$ cat src/rtl/oddr_pkg.sv
// Shared helpers for the ODDR serializer and its future deserializer twin:
// word/pair sizing and the bit-order convention for pairs.
package oddr_pkg;

   localparam int MAX_W = 64;
   localparam int IDX_W = $clog2(MAX_W);

   typedef struct packed {
      logic first;   // shown while C is high
      logic second;  // shown while C is low
   } pair_t;

   function automatic int np(input int width);
      return width / 2;
   endfunction

   function automatic int cnt_w(input int width);
      return (np(width) > 1) ? $clog2(np(width)) : 1;
   endfunction

   // Pair idx of a width-bit word, in the order it goes on the wire.
   function automatic pair_t pair_sel(input logic [MAX_W-1:0] w, input int width,
                                      input int idx, input bit lsb_first);
      logic [IDX_W-1:0] i0;
      logic [IDX_W-1:0] i1;
      pair_t            p;
      if (lsb_first) begin
         i0 = IDX_W'(2 * idx);
         i1 = IDX_W'(2 * idx + 1);
      end else begin
         i0 = IDX_W'(width - 1 - 2 * idx);
         i1 = IDX_W'(width - 2 - 2 * idx);
      end
      p.first  = w[i0];
      p.second = w[i1];
      return p;
   endfunction

   // Drops pair 0 so the next pair to send sits where pair_sel(.., 0, ..) looks.
   function automatic logic [MAX_W-1:0] pair_shift(input logic [MAX_W-1:0] w, input bit lsb_first);
      return lsb_first ? (w >> 2) : (w << 2);
   endfunction

endpackage

$ cat src/rtl/oddr_serializer_if.sv
// Word handshake plus DDR pad-side outputs of the serializer.
interface oddr_serializer_if #(parameter int DATA_WIDTH = 8);

   logic [DATA_WIDTH-1:0] S_DATA;
   logic                  S_VALID;
   logic                  S_READY;
   logic                  Q;
   logic                  T;
   logic                  FRAME;
   logic                  BUSY;

   modport master (output S_DATA, S_VALID, input S_READY, Q, T, FRAME, BUSY);
   modport slave  (input S_DATA, S_VALID, output S_READY, Q, T, FRAME, BUSY);

endinterface

$ cat src/rtl/oddr_out_stage.sv
// ODDRE1-like output stage: two data registers and a tristate register,
// with Q muxed by the level of C (same-edge launch of both bits).
module oddr_out_stage
   import oddr_pkg::*;
#(
   parameter logic SRVAL         = 1'b0,
   parameter logic IDLE_VAL      = 1'b0,
   parameter bit   TRISTATE_IDLE = 1'b1
) (
   input  logic  c_i,
   input  logic  r_ni,
   input  logic  load_i,
   input  pair_t pair_i,
   output logic  q_o,
   output logic  t_o
);

   logic d1_q, d1_d;
   logic d2_q, d2_d;
   logic t_q, t_d;

   always_comb begin
      d1_d = IDLE_VAL;
      d2_d = IDLE_VAL;
      t_d  = TRISTATE_IDLE;
      if (load_i) begin
         d1_d = pair_i.first;
         d2_d = pair_i.second;
         t_d  = 1'b0;
      end
   end

   always_ff @(posedge c_i) begin
      if (!r_ni) begin
         d1_q <= SRVAL;
         d2_q <= SRVAL;
         t_q  <= TRISTATE_IDLE;
      end else begin
         d1_q <= d1_d;
         d2_q <= d2_d;
         t_q  <= t_d;
      end
   end

   // Glitch-free by construction only if d1/d2 settle well inside the high phase.
   assign q_o = c_i ? d1_q : d2_q;
   assign t_o = t_q;

endmodule

$ cat src/rtl/oddr_serializer.sv
// Parallel-to-DDR serializer: accepts a word over valid/ready and sends it
// two bits per C cycle, back-to-back words with no bubble.
module oddr_serializer
   import oddr_pkg::*;
#(
   parameter int   DATA_WIDTH    = 8,
   parameter int   LSB_FIRST     = 1,
   parameter logic SRVAL         = 1'b0,
   parameter logic IDLE_VAL      = 1'b0,
   parameter int   TRISTATE_IDLE = 1
) (
   input  logic               C,
   input  logic               R,
   oddr_serializer_if.slave   bus
);

   localparam int NP  = np(DATA_WIDTH);
   localparam int CW  = cnt_w(DATA_WIDTH);
   localparam bit LSB = (LSB_FIRST != 0);

   logic [CW-1:0]         cnt_q, cnt_d;
   logic [DATA_WIDTH-1:0] sh_q, sh_d;
   logic                  frame_q, frame_d;
   logic                  busy_q, busy_d;
   logic                  ready, xfer, load;
   pair_t                 pair;
   logic [MAX_W-1:0]      word_ext, sh_ext;

   assign word_ext = MAX_W'(bus.S_DATA);
   assign sh_ext   = MAX_W'(sh_q);

   // Ready as soon as the last queued pair is on the wire, which is what makes streaming gapless.
   assign ready = R & (cnt_q == '0);
   assign xfer  = bus.S_VALID & ready;

   always_comb begin
      cnt_d   = cnt_q;
      sh_d    = sh_q;
      frame_d = 1'b0;
      busy_d  = 1'b0;
      load    = 1'b0;
      pair    = '0;
      if (xfer) begin
         pair    = pair_sel(word_ext, DATA_WIDTH, 0, LSB);
         sh_d    = DATA_WIDTH'(pair_shift(word_ext, LSB));
         cnt_d   = CW'(NP - 1);
         frame_d = 1'b1;
         busy_d  = 1'b1;
         load    = 1'b1;
      end else if (cnt_q != '0) begin
         pair    = pair_sel(sh_ext, DATA_WIDTH, 0, LSB);
         sh_d    = DATA_WIDTH'(pair_shift(sh_ext, LSB));
         cnt_d   = cnt_q - CW'(1);
         busy_d  = 1'b1;
         load    = 1'b1;
      end
   end

   always_ff @(posedge C) begin
      if (!R) begin
         cnt_q   <= '0;
         sh_q    <= '0;
         frame_q <= 1'b0;
         busy_q  <= 1'b0;
      end else begin
         cnt_q   <= cnt_d;
         sh_q    <= sh_d;
         frame_q <= frame_d;
         busy_q  <= busy_d;
      end
   end

   oddr_out_stage #(
      .SRVAL         (SRVAL),
      .IDLE_VAL      (IDLE_VAL),
      .TRISTATE_IDLE (TRISTATE_IDLE != 0)
   ) u_out (
      .c_i    (C),
      .r_ni   (R),
      .load_i (load),
      .pair_i (pair),
      .q_o    (bus.Q),
      .t_o    (bus.T)
   );

   assign bus.S_READY = ready;
   assign bus.FRAME   = frame_q;
   assign bus.BUSY    = busy_q;

endmodule

$ cat src/flat_wrapper.sv
// flat-port wrapper written by rule: the top's interface ports become plain ports
module oddr_serializer_flat import oddr_pkg::*;
#(
   parameter int   DATA_WIDTH    = 8,
   parameter int   LSB_FIRST     = 1,
   parameter logic SRVAL         = 1'b0,
   parameter logic IDLE_VAL      = 1'b0,
   parameter int   TRISTATE_IDLE = 1
)
  (C, R, bus_S_DATA, bus_S_VALID, bus_S_READY, bus_Q, bus_T, bus_FRAME, bus_BUSY);
  oddr_serializer_if #(.DATA_WIDTH(DATA_WIDTH)) bus_i ();
  input  logic C;
  input  logic R;
  input wire logic [$bits(bus_i.S_DATA)-1:0] bus_S_DATA;
  input wire logic [$bits(bus_i.S_VALID)-1:0] bus_S_VALID;
  output wire logic [$bits(bus_i.S_READY)-1:0] bus_S_READY;
  output wire logic [$bits(bus_i.Q)-1:0] bus_Q;
  output wire logic [$bits(bus_i.T)-1:0] bus_T;
  output wire logic [$bits(bus_i.FRAME)-1:0] bus_FRAME;
  output wire logic [$bits(bus_i.BUSY)-1:0] bus_BUSY;
  assign bus_i.S_DATA = bus_S_DATA;
  assign bus_i.S_VALID = bus_S_VALID;
  assign bus_S_READY = bus_i.S_READY;
  assign bus_Q = bus_i.Q;
  assign bus_T = bus_i.T;
  assign bus_FRAME = bus_i.FRAME;
  assign bus_BUSY = bus_i.BUSY;
  oddr_serializer #(.DATA_WIDTH(DATA_WIDTH), .LSB_FIRST(LSB_FIRST), .SRVAL(SRVAL), .IDLE_VAL(IDLE_VAL), .TRISTATE_IDLE(TRISTATE_IDLE)) u_core (.C(C), .R(R), .bus(bus_i));
endmodule
$ cat config.mk
export PLATFORM = sky130hd
export DESIGN_NAME = oddr_serializer_flat
export DESIGN_NICKNAME = d
export VERILOG_FILES = /design/src/rtl/oddr_pkg.sv /design/src/rtl/oddr_serializer_if.sv /design/src/rtl/oddr_out_stage.sv /design/src/rtl/oddr_serializer.sv /design/src/flat_wrapper.sv
export SDC_FILE = /design/constraint.sdc
export NUM_CORES = 1
export LEC_CHECK = 0
export BUFFER_PORTS_ARGS = -buffer_cell sky130_fd_sc_hd__clkbuf_2
export CAP_MARGIN = 20
export CORE_ASPECT_RATIO = 1.25
export CORE_MARGIN = 2
export CORE_UTILIZATION = 25
export CTS_CLUSTER_SIZE = 40
export DETAILED_ROUTE_END_ITERATION = 7
export PLACE_DENSITY = 0.56
export SLEW_MARGIN = 20
export SYNTH_ARGS = -nofsm -noshare
export SYNTH_HDL_FRONTEND = slang
export SYNTH_HIERARCHICAL = 1
export SYNTH_SLANG_ARGS = --single-unit
$ cat constraint.sdc
create_clock -name C -period 4.2 [get_ports C]
set_clock_uncertainty 0.1 [all_clocks]
set_input_delay 0.84 -clock C [delete_from_list [all_inputs] [get_ports C]]
set_output_delay 0.84 -clock C [all_outputs]
set_load 0.05 [all_outputs]
## After elaboration in Yosys (flattened, before gate mapping)

Index checks and enable logic that the tools add are counted.

- Flip-flop bits (word level): 13
- Latch bits: 0
- RAM bits: 0
- Memory bits (read-only): 0
- Input bits: 11
- Output and inout bits: 5
- Word-level logic and storage cells: 43
- Memories kept: 0

- Add/sub/neg operators: 1
- Multipliers: 0
- Div/mod/pow operators: 0
- Order comparisons: 4
- Equal/unequal tests: 0
- Shift operators: 0
- Multiplexer cells: 25
- Bitwise gates (word level): 2
- Reductions and logical operators: 4

Operators by type and width:

| operator | count |
|---|---|
| $mux 6 | 8 |
| $lt 6x7->1 const B | 4 |
| $bmux 1 s6 | 4 |
| $mux 1 | 9 |
| $mux 2 | 4 |
| $reduce_bool 2->1 | 2 |
| $and 1x1->1 | 2 |
| $logic_not 2->1 | 1 |
| $reduce_and 2->1 | 1 |
| $sub 2x1->2 const B | 1 |

## Logic depth before layout (Yosys ltp)

- Word-level depth: 8
- Gate-level depth with buffers: 5
- Gate-level depth less buffers: 5

## Hierarchy

The synthesis kept the hierarchy.

Modules (own cells, without submodules):

| module | instances | cells each | area an instance (um^2) | seq. area each (um^2) |
|---|---|---|---|---|
| oddr_serializer | 1 | 50 | 483.0 | 200.2 |
| oddr_out_stage | 1 | 7 | 91.3 | 60.1 |

==> results.yml <==
drt:
  dr.pass1.iters: 4
  via_per_inst: 4.26
  drcViolationCount: 0
  drtAntennaViolNets: 0
  wire_per_inst_um: 9.61
  wl_um: 1030
  num_vias: 456
  detail_route.iter0.violations: 6
clock_tree:
  worstSkewPairLatency_ns: 0.38
  hold_buffers: 0
  cts.repair.resized: 0
  post_cts_buffers: 0
  clkTransAtPathRegs_ns: 0.08
  tritoncts: "yes"
layout:
  syn_to_final_growth_pct: 24.2
  fin_nets: 90
  drive_above_1_share: 0.329
  postLayoutCoreUtil: 0.326
  fill_cells: 243
  diodes: 0
  postLayoutCellArea_sq_um: 713
pwr:
  p_per_area_mw_per_mm2: 531
  leakagePower_uw: 0.000364
  ir_worst_vdd_uv: 219
  finalPower_uw: 379
floorplan:
  die-area_sq_mm: 0.00270
  start_util: 0.263
  core_sq_mm: 0.00219
  rows: 19
  num_io_pins: 16
  die_x_um: 46.9
  die_y_um: 57.6
worst_setup_path:
  crit_top_cell: "clkbuf_4"
  crit_cells: 4
  endpoint: "bus_Q"
  criticalPathCategory: "clk -> out"
  startpoint_type: "clock port"
  worstPathCellList: "clkbuf_4 -> clkbuf_4 -> mux2_4 -> clkbuf_2"
  critPathMaxStageDelay_ns: 0.28
  cp-startpoint: "C"
  cp_max_fo: 2
  rrSetupSlack_ns: 2.44
  r2r_cells: 5
  cp-end-kind: "output pin"
  critPathBufInv: 3
  cp.arrival_ns: 2.85
  critical-path-top-delay-family: "buffers and inverters"
  cp_slowest_cell: "mux2_4"
  timing.rr.end: "u_core/u_out/d1_q"
  r2r_start: "u_core/cnt_q[0]"
  worst_ep_required_time_ns: 3.26
yosys:
  syn_nets: 70
  synth-async-reset-ratio: 0
  yosysWarnings: 6
  synth-seq-area-share: 0.453
  synth_cell_type_count: 20
  avgSynthCellArea_sq_um: 10.1
  synth.top_cell.area_share: 0.453
  synth_top_area_cell: "dfxtp_1"
  synth.area.top_cells: "dfxtp_1 (45%), mux2i_1 (10%), mux2_4 (7.8%)"
  ys_ff_latch: 13
  synth_flop_cell: "dfxtp_1"
  syn-cell-area_sq_um: 574
  post-synth-top-count-cell: "dfxtp_1"
  synth_edf_count: 0
  synthTopCellsByCount: "dfxtp_1 (13), mux2i_1 (6), inv_1 (5)"
  synthesis.instances: 57
grt:
  globalRoute.totalOverflow: 0
  grt_pass1_vias: 464
  grt_pass1_wl_um: 1740
  grt_usage: 0.100
  grt_max_degree: 15
  antenna_found_initial: 0
min_path:
  min_path_cells: 2
  hp-class: "reg -> reg"
sta:
  slew-limit-headroom: 0.695
  setup_viol: 0
  finalHoldViolations: 0
  hold_ws_ns: 0.400
  worst_pin_slew_ns: 0.457
  rsz0062_at_grt: "no"
  slew_viol_final: 0
  fin_tns_setup_ns: 0
place:
  place.gp.congestion: 0.696
  io_buffers: 15
  post_dp_cell_area_sq_um: 664
run_status:
  status: "completed"
run:
  maxCapViolCount: 0
-- cell usage in the layout (no fill, tap or decap), drive strengths merged --
master  count
a211oi      1
a21oi       4
and2        1
and3        2
clkbuf     22
dfxtp      13
ha          2
inv         5
mux2        3
mux2i       6
nand2       4
nand2b      2
nand3       1
nor2        2
nor2b       2
nor3b       1
o211a       1
o21ai       4
-- registers in the layout, summed over array words and instances (netlist names) --
register,cells
u_core/u_out/d2_q,1
u_core/u_out/d1_q,1
u_core/sh_q,6
u_core/u_out/t_o,1
u_core/bus.BUSY,1
u_core/cnt_q,2
u_core/bus.FRAME,1
-- worst min-delay path: cells and delay by family (launching register included) --
| family | cells | cell delay, ns |
|---|---|---|
| simple gates | 1 | 0.07 |
| mux | 1 | 0.06 |
| flops | 1 | 0.33 |
-- layer usage --
metal,global-route usage,wire length (um)
met3,0.0601,95
met4,0.115,34
met1,0.0934,431
met2,0.133,467
met5,0,0
-- cell type report --
cell class	instances	area (sq um)	share of cell area
Timing Repair Buffer	14	70.1	0.0982
Inverter	5	18.8	0.0263
Sequential cell	13	260	0.365
Multi-Input combinational cell	36	272	0.381
Tap cell	31	38.8	0.0544
Clock buffer	8	53.8	0.0754
-- kinds of logic (layout without fill, tap and decap cells) --
group                    after synthesis  in the layout  synth area share
adder cells (fa/ha/maj)                2              2            0.0436
buffers and inverters                  8             27            0.0741
flip-flops                            13             13             0.453
AND/OR/NAND/NOR                       15             15             0.146
multiplexers                           9              9             0.183
AO/OA/AOI/OAI                         10             10             0.100
-- where the power goes --
part | internal (uW) | leakage (uW) | switching [uW]
logic | 37.1 | 0.000215 | 57.7
registers | 143 | 0.000107 | 8.21
clock network | 75.1 | 0.0000413 | 57.4
total | 255 | 0.000364 | 123
-- how the worst min path moves through the flow --
stage / to / startpoint / slack, ns
floorplan: u_core/sh_q[4] / u_core/sh_q[4] / 0.36
global placement: u_core/sh_q[5] / u_core/sh_q[5] / 0.38
detailed placement: u_core/sh_q[5] / u_core/sh_q[5] / 0.39
CTS: u_core/sh_q[5] / u_core/sh_q[5] / 0.41
global route: u_core/sh_q[5] / u_core/sh_q[5] / 0.43
finish: u_core/sh_q[4] / u_core/sh_q[4] / 0.40
-- per-stage QoR --
stage          setup WS, ns  cells
3_3_place_gp          0.660    100
4_1_cts               0.396    107
3_5_place_dp          0.660    100
5_1_grt               0.383    107
6_report              0.408    107
2_1_floorplan         0.795     57
(Power assumes the default switching activity.)
